**config.mk**
```make
export PLATFORM = sky130hd
export DESIGN_NAME = fe_pc_redirect
export DESIGN_NICKNAME = d
export VERILOG_FILES = /design/src/rtl/fe_pc_redirect.sv
export SDC_FILE = /design/constraint.sdc
export NUM_CORES = 1
export LEC_CHECK = 0
export ABC_CLOCK_PERIOD_IN_PS = 3210
export CORE_ASPECT_RATIO = 0.8
export CORE_MARGIN = 3
export CORE_UTILIZATION = 48
export CTS_BUF_LIST = sky130_fd_sc_hd__clkbuf_4 sky130_fd_sc_hd__clkbuf_8
export CTS_CLUSTER_SIZE = 12
export DETAILED_ROUTE_END_ITERATION = 8
export GPL_TIMING_DRIVEN = 1
export PLACE_DENSITY = 0.89
export SLEW_MARGIN = 15
export SYNTH_ARGS = -nofsm -noshare
export SYNTH_HDL_FRONTEND = slang
export SYNTH_SLANG_ARGS = --single-unit
```
**constraint.sdc**
```tcl
create_clock -name clk -period 3.21 [get_ports clk]
set_clock_uncertainty 0.2 [all_clocks]
set_input_delay 0.642 -clock clk [delete_from_list [all_inputs] [get_ports clk]]
set_output_delay 0.642 -clock clk [all_outputs]
set_load 0.05 [all_outputs]
```
**src/rtl/fe_pc_redirect.sv**
```systemverilog
// Fetch-stage program counter with branch redirect, squash and shadow window.
// The PC advances sequentially, holds on decode stalls and jumps to resolved
// branch targets from execute. After a redirect, resolutions arriving in the
// next SQUASH_CYCLES cycles come from squashed wrong-path slots and are ignored.
module fe_pc_redirect #(
    parameter int               DBITS         = 32,
    parameter logic [DBITS-1:0] RESET_PC      = '0,
    parameter int               INSTBYTES     = 4,
    parameter int               SQUASH_CYCLES = 2
) (
    input  logic             clk,
    input  logic             reset,
    input  logic             br_cond_i,
    input  logic [DBITS-1:0] br_target_i,
    input  logic             stall_i,
    output logic [DBITS-1:0] pc_o,
    output logic [DBITS-1:0] pcplus_o,
    output logic             valid_o,
    output logic [DBITS-1:0] inst_count_o,
    output logic             squash_o,
    output logic             misalign_o,
    output logic [15:0]      redirect_count_o
);

    typedef enum logic [1:0] {
        BOOT   = 2'd0,
        RUN    = 2'd1,
        SHADOW = 2'd2
    } state_t;

    localparam logic [DBITS-1:0] PC_INC     = DBITS'(INSTBYTES);
    localparam logic [1:0]       SHADOW_LEN = 2'(SQUASH_CYCLES);

    state_t           state_q, state_d;
    logic [1:0]       shcnt_q, shcnt_d;
    logic [DBITS-1:0] pc_q, pc_d;
    logic [DBITS-1:0] icnt_q, icnt_d;
    logic [15:0]      rcnt_q, rcnt_d;
    logic             mis_q, mis_d;
    logic             acc;
    logic             fetch_adv;

    // State register: controller state and remaining shadow cycles.
    always_ff @(posedge clk or negedge reset) begin
        if (!reset) begin
            state_q <= BOOT;
            shcnt_q <= 2'd0;
        end else begin
            state_q <= state_d;
            shcnt_q <= shcnt_d;
        end
    end

    // Next state: BOOT lasts one cycle; an accepted redirect opens the shadow window,
    // which counts down every cycle (stalled or not) and closes after its last cycle.
    always_comb begin
        state_d = state_q;
        shcnt_d = shcnt_q;
        case (state_q)
            BOOT: begin
                state_d = RUN;
            end
            RUN: begin
                if (acc && (SQUASH_CYCLES != 0)) begin
                    state_d = SHADOW;
                    shcnt_d = SHADOW_LEN;
                end
            end
            SHADOW: begin
                shcnt_d = shcnt_q - 2'd1;
                if (shcnt_q <= 2'd1) begin
                    state_d = RUN;
                end
            end
            default: begin
                state_d = BOOT;
                shcnt_d = 2'd0;
            end
        endcase
    end

    // Outputs of the controller: only RUN may accept a redirect, which also squashes.
    always_comb begin
        valid_o   = (state_q != BOOT);
        acc       = br_cond_i & (state_q == RUN);
        squash_o  = acc;
        fetch_adv = valid_o & ~stall_i & ~acc;
    end

    // Datapath next values: redirect wins over stall; otherwise advance unless stalled.
    always_comb begin
        pc_d   = pc_q;
        icnt_d = icnt_q;
        rcnt_d = rcnt_q;
        mis_d  = mis_q;
        if (acc) begin
            pc_d = {br_target_i[DBITS-1:2], 2'b00};
            if (br_target_i[1:0] != 2'b00) begin
                mis_d = 1'b1;
            end
            if (rcnt_q != 16'hFFFF) begin
                rcnt_d = rcnt_q + 16'd1;
            end
        end else if (fetch_adv) begin
            pc_d   = pc_q + PC_INC;
            icnt_d = icnt_q + 1'b1;
        end
    end

    // Datapath registers: PC, fetch count, redirect count and sticky misalign flag.
    always_ff @(posedge clk or negedge reset) begin
        if (!reset) begin
            pc_q   <= RESET_PC;
            icnt_q <= '0;
            rcnt_q <= 16'd0;
            mis_q  <= 1'b0;
        end else begin
            pc_q   <= pc_d;
            icnt_q <= icnt_d;
            rcnt_q <= rcnt_d;
            mis_q  <= mis_d;
        end
    end

    assign pc_o             = pc_q;
    assign pcplus_o         = pc_q + PC_INC;
    assign inst_count_o     = icnt_q;
    assign redirect_count_o = rcnt_q;
    assign misalign_o       = mis_q;

endmodule

```
==> impl_metrics.csv <==
group,metric,value,unit
outcome,status,"finished, final reports clean",
detailed_routing,antenna_left,0,
sta,fin_ws,118,ps
global_route,grt.overflow.total,0,
floorplanning,die_area,0.0112,mm2
floorplanning,start_util,0.512,
cts,numCtsBuffers,9,
global_route,busiest_layer,"met2",
layout,mostFrequentLayoutCells,"118 x clkdlybuf4s50_1, 60 x dfrtp_1, 43 x xnor2_1, 42 x nand2_1, 37 x nand4_1",
yosys,ys_seq_area_frac,0.433,
global_route,met2_usage,0.423,
layout,areaGrowthSynthToFinish,45.7,%
placement,placed_area,0.00670,mm2
pwr,power_density,1010,mW/mm2
setup_path,worstSetupPathType,"flip-flop to output pin",
global_route,grt_pass1_vias,4572,
pwr,ir_drop,0.000837,V
layout,fillers,654,
global_route,grt_max_degree,45,
floorplanning,die_w,118,um
floorplanning,die_y,95.5,um
pwr,power.total,7.06,mW
sta,fin_setup_tns,0,ps
placement,portBuffers,146,
floorplanning,row_count,31,
layout,diodes,0,
sta,tightest_slew,645,ps
layout,drive_above_1_share,0.175,
sta,timing.final.crit_share,0.963,
setup_path,cp-start-kind,"flip-flop",
cts,hold_buffers,0,
worst_hold_path,min_path_type,"input pin to asynchronous set/reset pin",
cts,cts_root_buf,"clkbuf_8",
cts,clk_path_buf_depth,2,
setup_path,worstPathMaxFanout,6,
global_route,grt_pass1_wl,22700,um
detailed_routing,via_count,4618,
cts,cts.clk_slew.worst_paths,100,ps
cts,htreeDepth,3,
yosys,ys_seq_elements,83,
sta,finalHoldViolCount,0,
placement,gp_congestion,0.870,
detailed_routing,drt-vias-per-instance,5.82,
sta,rsz0062_at_grt,"false",
sta,slew_headroom,0.566,
layout,fin_nets,702,
cts,cts_tree,"yes",
global_route,met1_usage,0.320,
yosys,synthArstFlopShare,1.00,
setup_path,cp-end-kind,"output pin",
detailed_routing,wl_per_cell,17.7,um
detailed_routing,totalWireLength,14000,um
global_route,grt_usage,0.248,
job,drv_cap,0,
sta,post-route-min-period,3090,ps
yosys,synth_area,0.00480,mm2
pwr,power.leakage,2.80,nW
cts,cts.sinks,83,
yosys,synth_cell_types,45,
floorplanning,io_pins,151,
yosys,synth_enable_flop_cells,0,
floorplanning,core,0.00939,mm2
layout,fin_util,0.745,
placement,place_ws,290,ps
cts,insertion_delay,360,ps
layout,regArea,0.00211,mm2
sta,finalMaxSlewViolations,0,
yosys,syn_avg_cell_area,9.32,um2
sta,setup_violations,0,
global_route,antenna_found_initial,0,
yosys,synth_flop_cell,"dfrtp_1",
global_route,met3_usage,0.0629,
layout,multi_input_area,0.00269,mm2
detailed_routing,first_iter_violations,355,
detailed_routing,firstDrtPassIters,5,
sta,fmax,0.323,GHz
setup_path,worstPathRequired,2370,ps
layout,final_common_cell,"clkdlybuf4s50_1",
setup_path,cp.arrival,2250,ps
placement,dp_hpwl,10400,um
yosys,yosys_warnings,0,
detailed_routing,drcViolationCount,0,
yosys,netlist_instances,515,
layout,final_area,0.00700,mm2
## cells in the mapped netlist, types with 3 or more instances
master	n	area, um2
clkbuf_1	24	90.1
nand3_1	32	160
buf_2	7	35.0
nand2_1	42	158
dfrtp_1	83	2080
and3_1	12	75.1
a21oi_1	4	20.0
or3_1	6	37.5
a31oi_1	23	144
o21ai_0	18	90.1
buf_4	5	37.5
inv_1	8	30.0
and2_1	5	31.3
xor2_1	29	254
mux2_2	3	33.8
nor3_1	12	60.1
nor4_1	9	56.3
nor2_1	36	135
and4_1	11	96.3
nand4_1	37	231
ha_1	9	113
xnor2_1	50	438
or4_1	13	97.6
o31ai_1	12	90.1
## cells by family after synthesis
kind of cell    count (synthesis)  synth area share
fa+ha+maj                       9            0.0235
flops                          83             0.433
simple gates                  225             0.259
buf+inv                        47            0.0430
mux                             3           0.00703
other cells                     1          0.000781
xor+xnor                       79             0.144
compound gates                 68            0.0904
## worst max-delay path, stage by stage, from the launching register on
cell and delay [ps]:
dfrtp_2 430, ha_1 200, nand4_1 120, or4_4 530, nor3_2 260, xor2_2 200
buf_12 160
## stage by stage
stage,hold WS [ps],instances
final,65.0,794
after global placement,263,774
after detailed placement,261,774
after floorplan,146,518
after global routing,74.0,794
after CTS,62.6,790
## path summary, 6_finish.rpt
check / from / endpoint / slack, ps / cells after the start
min: reset / pc_o[26] / 60 / 1
max in group asynchronous: reset / pc_o[23] / 2110 / 2
min in group clk: inst_count_o[31] / inst_count_o[31] / 290 / 1
min reg2reg: inst_count_o[31] / inst_count_o[31] / 290 / 1
max reg2reg: state_q[0] / pc_o[16] / 520 / 6
max: pc_o[2] / pcplus_o[26] / 120 / 6
## metal layers
metal,vias to the layer above,routed length (um),part of all wire
met5,-,0,0
met4,0,238,0.017
met3,23,872,0.062
met2,209,6860,0.49
met1,2245,6050,0.43
li1,2141,-,-
## registers in the layout, summed over array words and instances, names as in the netlist
name and flops:
misalign_o 1, redirect_count_o 16, inst_count_o 32, pc_o 30, state_q 2, shcnt_q 2
## report_power, final
group	internal, mW	leakage, nW	switching [mW]
Sequential	1.36	1.02	0.559
Combinational	1.62	1.67	2.76
Clock	0.311	0.103	0.456
Total	3.29	2.80	3.78
## area by class of cell
type / count / share of cell area
Multi-Input combinational cell: 388 / 0.385
Inverter: 8 / 0.00429
Tap cell: 132 / 0.0236
Timing Repair Buffer: 167 / 0.258
Sequential cell: 83 / 0.301
Clock inverter: 7 / 0.0109
Clock buffer: 9 / 0.0177
## what timing repair did
action | 4_1_cts | 5_1_grt
buffers inserted | 0 | 4
setup endpoints to repair | 6 | 10
resized for setup | 7 | 16
Power figures use the tool's default switching activity.
